==> config.mk <==
export PLATFORM = sky130hd
export DESIGN_NAME = button_in_port_flat
export DESIGN_NICKNAME = d
export VERILOG_FILES = /design/src/rtl/button_in_port_if.sv /design/src/rtl/button_in_port.sv /design/src/flat_wrapper.sv
export SDC_FILE = /design/constraint.sdc
export NUM_CORES = 1
export LEC_CHECK = 0
export BUFFER_PORTS_ARGS = -buffer_cell sky130_fd_sc_hd__buf_2
export CELL_PAD_IN_SITES_DETAIL_PLACEMENT = 0
export CELL_PAD_IN_SITES_GLOBAL_PLACEMENT = 2
export CORE_ASPECT_RATIO = 1.75
export CORE_MARGIN = 2
export CORE_UTILIZATION = 35
export CTS_CLUSTER_SIZE = 14
export DETAILED_ROUTE_END_ITERATION = 10
export GPL_TIMING_DRIVEN = 0
export PLACE_DENSITY = 0.75
export SLEW_MARGIN = 20
export SYNTH_ARGS = -nofsm -noshare
export SYNTH_HDL_FRONTEND = slang
export SYNTH_SLANG_ARGS = --single-unit
export TNS_END_PERCENT = 100
==> constraint.sdc <==
create_clock -name clk -period 1.6 [get_ports clk]
set_input_delay 0.24 -clock clk [delete_from_list [all_inputs] [get_ports clk]]
set_output_delay 0.24 -clock clk [all_outputs]
set_load 0.02 [all_outputs]
==> src/rtl/button_in_port_if.sv <==
// KCPSM6 port-bus signals shared between the processor and the button input port.
interface button_in_port_if;
  logic [7:0] port_id;
  logic       read_strobe;
  logic [7:0] in_port;
  logic       interrupt;

  modport master (
    output port_id,
    output read_strobe,
    input  in_port,
    input  interrupt
  );

  modport slave (
    input  port_id,
    input  read_strobe,
    output in_port,
    output interrupt
  );
endinterface

==> src/rtl/button_in_port.sv <==
// Synchronised, debounced push-button input port for KCPSM6 with sticky
// rising-edge flags (clear-on-read) and a level interrupt.
module button_in_port #(
  parameter int unsigned NUM_INPUTS      = 4,
  parameter int unsigned DEBOUNCE_CYCLES = 50000,
  parameter logic [7:0]  BASE_ADDR       = 8'h00
) (
  input  logic                  clk,
  input  logic                  reset,
  input  logic [NUM_INPUTS-1:0] btn_in,
  output logic [NUM_INPUTS-1:0] btn_state,
  button_in_port_if.slave       bus
);

  localparam int unsigned   CNT_W      = 16;
  localparam logic [CNT_W-1:0] CNT_MAX = CNT_W'(DEBOUNCE_CYCLES - 1);
  localparam logic [7:0]    ADDR_STATE = BASE_ADDR;
  localparam logic [7:0]    ADDR_FLAGS = 8'(BASE_ADDR + 8'd1);
  localparam logic [7:0]    ADDR_RAW   = 8'(BASE_ADDR + 8'd2);

  logic [NUM_INPUTS-1:0] s1;
  logic [NUM_INPUTS-1:0] s2;
  logic [NUM_INPUTS-1:0] deb;
  logic [NUM_INPUTS-1:0] flags;
  logic [CNT_W-1:0]      cnt [NUM_INPUTS];

  logic [NUM_INPUTS-1:0] deb_nxt_c;
  logic [CNT_W-1:0]      cnt_nxt_c [NUM_INPUTS];
  logic [NUM_INPUTS-1:0] rise_c;
  logic [NUM_INPUTS-1:0] flags_nxt_c;
  logic                  rd_clear_c;
  logic [7:0]            rd_data_c;

  // Per-input debounce: a level is accepted only after DEBOUNCE_CYCLES
  // consecutive disagreeing samples; any agreeing sample restarts the count.
  always_comb begin
    deb_nxt_c = deb;
    for (int i = 0; i < int'(NUM_INPUTS); i++) begin
      cnt_nxt_c[i] = cnt[i];
      if (s2[i] == deb[i]) begin
        cnt_nxt_c[i] = '0;
      end else if (cnt[i] == CNT_MAX) begin
        deb_nxt_c[i] = s2[i];
        cnt_nxt_c[i] = '0;
      end else begin
        cnt_nxt_c[i] = cnt[i] + CNT_W'(1);
      end
    end
  end

  // Flag update and read mux; a clear only drops bits the processor actually received.
  always_comb begin
    rise_c      = deb_nxt_c & ~deb;
    rd_clear_c  = bus.read_strobe && (bus.port_id == ADDR_FLAGS);
    flags_nxt_c = flags | rise_c;
    if (rd_clear_c) begin
      flags_nxt_c = (flags & ~bus.in_port[NUM_INPUTS-1:0]) | rise_c;
    end

    rd_data_c = 8'h00;
    if (bus.port_id == ADDR_STATE) begin
      rd_data_c = 8'(deb);
    end else if (bus.port_id == ADDR_FLAGS) begin
      rd_data_c = 8'(flags);
    end else if (bus.port_id == ADDR_RAW) begin
      rd_data_c = 8'(s2);
    end
  end

  always_ff @(posedge clk or negedge reset) begin
    if (!reset) begin
      s1            <= '0;
      s2            <= '0;
      deb           <= '0;
      flags         <= '0;
      for (int i = 0; i < int'(NUM_INPUTS); i++) begin
        cnt[i] <= '0;
      end
      bus.in_port   <= 8'h00;
      bus.interrupt <= 1'b0;
    end else begin
      s1            <= btn_in;
      s2            <= s1;
      deb           <= deb_nxt_c;
      flags         <= flags_nxt_c;
      for (int i = 0; i < int'(NUM_INPUTS); i++) begin
        cnt[i] <= cnt_nxt_c[i];
      end
      bus.in_port   <= rd_data_c;
      bus.interrupt <= |flags;
    end
  end

  assign btn_state = deb;

endmodule

==> src/flat_wrapper.sv <==
// flat-port wrapper written by rule: the top's interface ports become plain ports
module button_in_port_flat 
#(
  parameter int unsigned NUM_INPUTS      = 4,
  parameter int unsigned DEBOUNCE_CYCLES = 50000,
  parameter logic [7:0]  BASE_ADDR       = 8'h00
)
  (clk, reset, btn_in, btn_state, bus_port_id, bus_read_strobe, bus_in_port, bus_interrupt);
  button_in_port_if bus_i ();
  input  logic clk;
  input  logic reset;
  input  logic [NUM_INPUTS-1:0] btn_in;
  output logic [NUM_INPUTS-1:0] btn_state;
  input wire logic [$bits(bus_i.port_id)-1:0] bus_port_id;
  input wire logic [$bits(bus_i.read_strobe)-1:0] bus_read_strobe;
  output wire logic [$bits(bus_i.in_port)-1:0] bus_in_port;
  output wire logic [$bits(bus_i.interrupt)-1:0] bus_interrupt;
  assign bus_i.port_id = bus_port_id;
  assign bus_i.read_strobe = bus_read_strobe;
  assign bus_in_port = bus_i.in_port;
  assign bus_interrupt = bus_i.interrupt;
  button_in_port #(.NUM_INPUTS(NUM_INPUTS), .DEBOUNCE_CYCLES(DEBOUNCE_CYCLES), .BASE_ADDR(BASE_ADDR)) u_core (.clk(clk), .reset(reset), .btn_in(btn_in), .btn_state(btn_state), .bus(bus_i));
endmodule
[Yosys cells after proc, flatten, opt, wreduce, memory -nomap -nowiden]
Cells that the tools add are included.
Storage, ports and cells
  bits in registers: 89
  word-level logic and storage cells: 53
  input port bits: 15
  output and inout port bits: 13
Cells by class
  bitwise operators: 6
  reductions and logical operators: 3
  equal/unequal tests: 10
  multiplexer cells: 20
  $add $sub $neg: 4
Operators by type and width (count)
  two-way mux 16 bit: 8
  adder 16 x 1 -> 16 bit (second input constant): 4
  equality test 16 bit (second input constant): 4
  two-way mux 8 bit: 2
  bitwise AND 4 bit: 2
  equality test 8 x 1 -> 1 bit (second input constant): 1
  equality test 8 x 2 -> 1 bit (second input constant): 1
  logical NOT 8 bit: 1
  two-way mux 1 bit: 8
  two-way mux 4 bit: 2
  inverter 4 bit: 2
  OR 4 bit: 2
  equality test 1 bit: 4
  OR reduction 4 bit: 1
  logical AND 1 bit: 1

[Depth between registers and ports, before layout]
Gate-level depths: netlist of run 1.
  word-level depth: 6
  gate-level depth with buffers: 6
  mapped depth without buffers: 5

[Worst setup path after synthesis of run 1]
Ideal clock, no wire load.
  path type: register to register
  start point: register u_core.cnt[10] (netlist bit)
  end point: register u_core.cnt[13] (netlist bit)
  clock period less this slack: 1672 ps
  required time: 1481 ps
  stages on the path, launching flop included: 5
  arrival time: 1554 ps
  setup time: 119 ps
  path slack: -72 ps
  path buffers: 1
  cell sequence: dfrtp_1 > or3_4 > o41ai_4 > buf_6 > nor2_1
RTL lines
  start, declared: RTL line button_in_port.sv:25  | logic [CNT_W-1:0] cnt [NUM_INPUTS];
  start signal, assigned by index: RTL line button_in_port.sv:87  | cnt[i] <= cnt_nxt_c[i];

[Worst setup path in the final report of run 1]
  start point: register u_core.cnt[5] (netlist bit)
  end point: register u_core.deb[3], in the netlist u_core.btn_state[3]
Between the ends
  cells in the longest elaborated chain, start to end: 3
Ends and longest elaborated chain
  equality test 16 bit: RTL line button_in_port.sv:42  | end else if (cnt[i] == CNT_MAX) begin
  two-way mux 1 bit: RTL line button_in_port.sv:42
  two-way mux 1 bit: RTL line button_in_port.sv:40  | if (s2[i] == deb[i]) begin
  named net u_core.deb_nxt_c[3]: RTL line button_in_port.sv:27  | logic [NUM_INPUTS-1:0] deb_nxt_c;
  end signal, assigned: RTL line button_in_port.sv:84  | deb <= deb_nxt_c;
  end, declared: RTL line button_in_port.sv:23  | logic [NUM_INPUTS-1:0] deb;
The timed path passes the listed nets, and every way through them passes these cells.

==> results of run 1 <==
[logic make-up (layout without fill, tap and decap cells)]
kind of cell               after synthesis  count (layout)
AOI/OAI and AO/OA                       15              15
xor gates and xnor gates                59              59
adders and majority gates                4               4
buffers and inverters                   26              89
DFF                                     85              85
muxes                                    8               8
other                                    1               4
and+or+nand+nor                        194             194
[tightest hold or removal path: stages]
cell,delay (ps)
buf_2,70
nor2_1,50
nand2_1,140
nor2_1,70
[layout by cell type (no fill, tap or decap), types with 4 or more instances in the layout]
master,synthesis,routed
dfrtp_1,85,78
nor2_1,78,75
xnor2_1,48,48
buf_4,4,27
buf_2,2,21
nand4_1,20,20
nand3_1,21,17
inv_1,15,15
nand2_1,16,13
nor3_1,13,13
nor4_1,21,12
xor2_1,11,11
clkbuf_16,0,9
nor4_2,0,8
dfrtp_2,0,7
o21ai_0,6,6
dlygate4sd3_1,0,5
mux2i_1,4,4
a21oi_1,4,4
conb_1,1,4
[final cells by class]
| class | instances | area [um2] | area share (%) |
|---|---|---|---|
| Buffer | 9 | 75.1 | 1.48 |
| Clock buffer | 10 | 239 | 4.71 |
| Clock inverter | 6 | 92.6 | 1.83 |
| Inverter | 15 | 56.3 | 1.11 |
| Multi-Input combinational cell | 284 | 1960 | 38.8 |
| Sequential cell | 85 | 2140 | 42.1 |
| Tap cell | 132 | 165 | 3.26 |
| Timing Repair Buffer | 49 | 340 | 6.71 |
[sequential cells by signal (all words and copies together), names as in the netlist]
| register | cells |
|---|---|
| u_core.btn_state | 4 |
| u_core.bus.in_port | 4 |
| u_core.bus.interrupt | 1 |
| u_core.cnt | 64 |
| u_core.flags | 4 |
| u_core.s1 | 4 |
| u_core.s2 | 4 |
[per-stage QoR]
step	hold WS [ps]	setup TNS [ps]	cell area, um2	instances
finish	256	-1060	5070	590
global route	270	-2610	5070	590
CTS	247	-2070	4820	580
detailed placement	322	-15980	4310	550
global placement	334	-57520	4290	549
floorplan	-55.6	-642	4010	395
[repair_timing]
action | in CTS | in global routing
pin swaps | 14 | 14
hold buffers | 5 | 0
setup buffers | 10 | 11
endpoints found under the setup margin | 53 | 56
hold endpoints to repair | 53 | 0
gates cloned | 0 | 0
resized for setup | 16 | 35
[power breakdown]
group | switching, W | internal [W]
logic | 0.000130 | 0.000101
registers | 0.0000374 | 0.00218
clock network | 0.000901 | 0.00142
total | 0.00107 | 0.00371
[layer usage]
metal	GRT usage [%]	up-vias
li1	-	1459
met2	26.7	37
met3	3.86	11
met4	6.35	0
met1	16.9	1455
met5	0	-
[how the worst max path moves through the flow]
stage / depth (start not counted) / slack (ps) / endpoint / start
after floorplan: 3 / -60 / u_core.btn_state[3] / u_core.cnt[10]
after global placement: 1 / -510 / u_core.cnt[62] / reset
after detailed placement: 4 / -540 / u_core.btn_state[3] / u_core.cnt[0]
after CTS: 4 / -150 / u_core.btn_state[3] / u_core.cnt[5]
after global routing: 4 / -180 / u_core.btn_state[3] / u_core.cnt[5]
final: 4 / -90 / u_core.btn_state[3] / u_core.cnt[5]
==> flow_metrics.py, run 1 <==
metrics = {
    "synthesis": {
        "synthSimpleGateAreaFrac_pct": 24.6,
        "synthFlopType": "dfrtp_1",
        "yosys_warnings": 0,
        "synth-compound-area-share_pct": 2.75,
        "synthesis.area_um2": 4000,
        "yosysMostFrequentCell": "dfrtp_1",
        "synth_xor_area_share_pct": 12.9,
        "ys_types": 38,
        "synthAdderAreaFrac_pct": 1.25,
        "synth-edff-count": 0,
        "synth_top_cell_area_share_pct": 53.2,
        "syn_area_per_cell_um2": 10.2,
        "synthCells": 392,
        "synth_top_family_by_area": "simple AND/OR/NAND/NOR gates",
        "yosysTopAreaCell": "dfrtp_1",
        "ys_seq_area_share_pct": 53.2,
        "ys_top_cells_by_area": "dfrtp_1, xnor2_1, nor2_1",
        "synth-seq-cells": 85,
        "synth_common_cells": "dfrtp_1, nor2_1, xnor2_1",
        "async_reset_ff_share_pct": 100,
        "synth.area.mux_share_pct": 2.13,
    },
    "sta": {
        "period_share_pct": 105,
        "tightest_slew_ps": 675,
        "drv_slew": 0,
        "hold_violations": 0,
        "setup_violations": 17,
        "timing.slew.headroom_pct": 55.0,
        "layout_setup_ws_ps": -85.6,
        "rsz0062_at_grt": "yes",
        "skew_ps": 7.54,
        "period_minus_slack_ps": 1690,
        "fmax_ghz": 0.593,
    },
    "critical_path": {
        "crit_type": "flip-flop to flip-flop",
        "arrival_ps": 1910,
        "crit_chain": "nor4_2, nand3_2, nor4_4, mux2_4",
        "r2r_setup_slack_ps": -90,
        "r2r-end": "u_core.btn_state[3]",
        "crit_fanout": 2,
        "cp-end-kind": "flip-flop",
        "critPathMaxStageDelay_ps": 400,
        "cp-start-kind": "flip-flop",
        "cp_top_family": "simple AND/OR/NAND/NOR gates",
        "path_buf_inv": 0,
        "ff2ff_path_depth": 4,
        "rr_startpoint": "u_core.cnt[5]",
        "critPathSlowestCell": "dfrtp_1",
        "required_ps": 1830,
    },
    "finish": {
        "area_growth_pct": 26.8,
        "drive_gt1_share_pct": 25.1,
        "n_antenna_cell": 0,
        "postLayoutCoreUtil_pct": 45.4,
        "n_fill_cell": 1092,
        "fin_nets": 472,
    },
    "run_status": {
        "status": "finished, violations left",
        "violations": "negative setup slack",
    },
    "route": {
        "routed_wl_mm": 8.84,
        "drt_iter0_drc": 118,
        "drc": 0,
        "vias": 2962,
        "wl_met3_um": 247,
        "wl_per_cell_um": 15.0,
        "ant_nets": 0,
        "wl_met2_mm": 4.86,
        "route.top_layer_used": "met4",
        "drt-met1-wl_mm": 3.55,
        "drtPass1Iterations": 4,
        "via_per_inst": 5.02,
    },
    "die": {
        "die_height_um": 145,
        "io_pins": 28,
        "row_count": 51,
        "die_area_um2": 12300,
        "fp.dieW_um": 84.8,
        "fp.coreArea_um2": 11200,
        "initial_core_util_pct": 35.8,
    },
    "global_route": {
        "grt_pass1_wl_mm": 14.8,
        "grt_pass1_vias": 3038,
        "grt_util_all_layers_pct": 15.1,
        "grt_max_degree": 51,
        "grt_antenna_before_repair": 0,
        "grt-ovfl-total": 0,
    },
    "clock_tree": {
        "htreeDepth": 3,
        "numCtsBuffers": 9,
        "cts.sinks": 85,
        "clock_path_buffers": 2,
        "path_clk_slew_ps": 70,
        "clockRootBuffer": "clkbuf_16",
        "cts_tree": "done",
        "worstSkewPairLatency_ps": 340,
    },
    "min_path": {
        "hp-class": "input port to flip-flop",
        "hp-start": "bus_port_id[7]",
        "min_to": "u_core.bus.in_port[1]",
        "hold_path_depth": 4,
    },
    "power_and_ir_drop": {
        "vdd_drop_max_v": 0.000560,
        "total_power_w": 0.00478,
        "p_leak_nw": 2.02,
        "power_density_nw_per_um2": 942,
    },
    "run": {
        "maxCapViolations": 0,
    },
    "place": {
        "pre_cts_ws_ps": -536,
        "gp_congestion": 0.743,
        "port_buffers": 22,
        "dp_hpwl_mm": 5.93,
    },
}
(Power assumes the default switching activity.)
==> run 2: changes to the inputs <==
- GPL_TIMING_DRIVEN: 0 -> unset
- PLACE_DENSITY: 0.75 -> 0.74
==> run 2 against run 1 <==
  * Register-to-register slack better by 30 ps
  * Sequential power about the same
  * The run still ends with negative setup slack left
  * Fmax up 2.0%
  * Clock power down 9.5%
  * First-iteration DRC count down 13%
  * Via count up 3.1%
  * Hold slack worse by 240 ps
  * Setup slack better by 33 ps
  * Highest routed layer unchanged
  * Critical path type unchanged
  * Largest power group is now sequential cells
==> flow_metrics.py, run 2 (same netlist as run 1, synthesis figures left out) <==
metrics = {
    "global_route": {
        "met3_usage_pct": 2.89,
        "grt_util_all_layers_pct": 15.0,
        "grt_use_met2_pct": 26.9,
        "grt_max_degree": 44,
        "grt-ovfl-total": 0,
        "grt_antenna_before_repair": 0,
        "top_usage_layer": "met2",
        "grt_pass1_vias": 3181,
        "grt_pass1_wl_mm": 14.9,
        "use_met1_pct": 17.4,
    },
    "die": {
        "fp.coreArea_um2": 11200,
        "initial_core_util_pct": 35.8,
        "row_count": 51,
        "io_pins": 28,
        "die_area_um2": 12300,
        "die_height_um": 145,
        "fp.dieW_um": 84.8,
    },
    "critical_path": {
        "critPathSlowestCell": "or3_4",
        "path_buf_inv": 2,
        "cp-start-kind": "flip-flop",
        "crit_fanout": 6,
        "cp_top_family": "simple AND/OR/NAND/NOR gates",
        "required_ps": 1820,
        "crit_type": "flip-flop to flip-flop",
        "crit_top_cell": "buf_6",
        "crit_chain": "or3_4, buf_6, o41ai_4, buf_6, nor2_1",
        "critPathMaxStageDelay_ps": 400,
        "cp-end-kind": "flip-flop",
        "arrival_ps": 1870,
    },
    "min_path": {
        "hp-class": "input port to flip-flop",
    },
    "sta": {
        "layout_setup_ws_ps": -52.2,
        "rsz0062_at_grt": "yes",
        "period_share_pct": 103,
        "period_minus_slack_ps": 1650,
        "drv_slew": 0,
        "fmax_ghz": 0.605,
        "hold_violations": 0,
        "fin_hold_ws_ps": 14.5,
        "skew_ps": 7.87,
        "setup_violations": 17,
    },
    "power_and_ir_drop": {
        "total_power_w": 0.00454,
        "power_density_nw_per_um2": 889,
        "vdd_drop_max_v": 0.000500,
        "p_leak_nw": 2.14,
    },
    "route": {
        "ant_nets": 0,
        "via_per_inst": 4.98,
        "vias": 3055,
        "drc": 0,
        "wl_per_cell_um": 14.5,
        "drt_iter0_drc": 103,
        "routed_wl_mm": 8.90,
        "drtPass1Iterations": 4,
    },
    "clock_tree": {
        "clockRootBuffer": "clkbuf_16",
        "htreeDepth": 3,
        "path_clk_slew_ps": 60,
        "numCtsBuffers": 9,
        "cts_tree": "done",
        "clock_path_buffers": 2,
        "worstSkewPairLatency_ps": 340,
        "cts.sinks": 85,
    },
    "run_status": {
        "violations": "negative setup slack",
        "status": "finished, violations left",
    },
    "finish": {
        "top_register": "u_core.cnt",
        "area_growth_pct": 27.8,
        "n_antenna_cell": 0,
        "largest_reg_flops": 64,
        "final_cell_mix": "dfrtp_1, nor2_1, xnor2_1, buf_4, buf_2",
        "final_common_cell": "dfrtp_1",
        "fin_nets": 496,
        "n_fill_cell": 1092,
        "final_area_um2": 5110,
        "drive_gt1_share_pct": 25.1,
    },
    "place": {
        "place_area_um2": 4630,
        "dp_hpwl_mm": 6.45,
        "port_buffers": 23,
        "gp_congestion": 0.803,
    },
    "run": {
        "maxCapViolations": 0,
    },
}
[run 2: cell count changes in the layout (fill, tap and decap cells not counted), sizes merged]
cell	change
bufinv	-1
clkbuf	-2
buf	+26
clkinv	+2
clkinvlp	+1
inv	-1
dlygate4sd3	-1
[run 2: routing by layer]
layer / vias to the layer above / part of all wire (%)
met5: - / 0
met4: 0 / 2.0
met3: 15 / 1.9
met2: 33 / 54
met1: 1492 / 42
li1: 1515 / -
[run 2: power by group]
| part | internal [W] | leakage (nW) | switching, W |
|---|---|---|---|
| clock network | 0.00121 | 0.138 | 0.000888 |
| registers | 0.00218 | 1.14 | 0.0000313 |
| logic | 0.0000970 | 0.866 | 0.000130 |
[run 2: worst paths after layout]
check,from,to,slack [ps],depth (start not counted)
setup / recovery,u_core.cnt[7],u_core.cnt[6],-50,5
max in group asynchronous,reset,u_core.flags[3],670,3
hold reg to reg,u_core.s1[2],u_core.s2[2],350,0
hold / removal,btn_in[2],u_core.s1[2],10,1
min in group asynchronous,reset,u_core.cnt[25],350,2
setup reg to reg,u_core.cnt[7],u_core.cnt[6],-50,5
[run 2: layout make-up]
| class | instances | area [um2] | share of cell area, % |
|---|---|---|---|
| inverter | 15 | 56.3 | 1.10 |
| multi-input combinational | 284 | 1840 | 36.1 |
| sequential | 85 | 2130 | 41.6 |
| timing repair buffer | 82 | 618 | 12.1 |
| clock buffer | 9 | 225 | 4.41 |
| tap | 132 | 165 | 3.23 |
| clock inverter | 7 | 75.1 | 1.47 |
[run 2: per-stage QoR]
stage / TNS (ps) / setup WS, ps / util [%] / std cells
after floorplan: -642 / -63.9 / - / 395
after global placement: -1330 / -101 / 41.5 / 590
after detailed placement: -1060 / -100 / 41.5 / 590
after CTS: -719 / -63.9 / 44.6 / 610
after global routing: -1860 / -115 / 45.8 / 614
final: -718 / -52.2 / 45.8 / 614
[run 2: timing repair]
action                                  CTS  global route
gates resized for setup                   1            24
cloned                                    0             1
hold endpoints to repair                 26             0
pin swaps                                 2             7
endpoints found under the setup margin   13            46
hold buffers                              4             0
setup buffers                             0             3
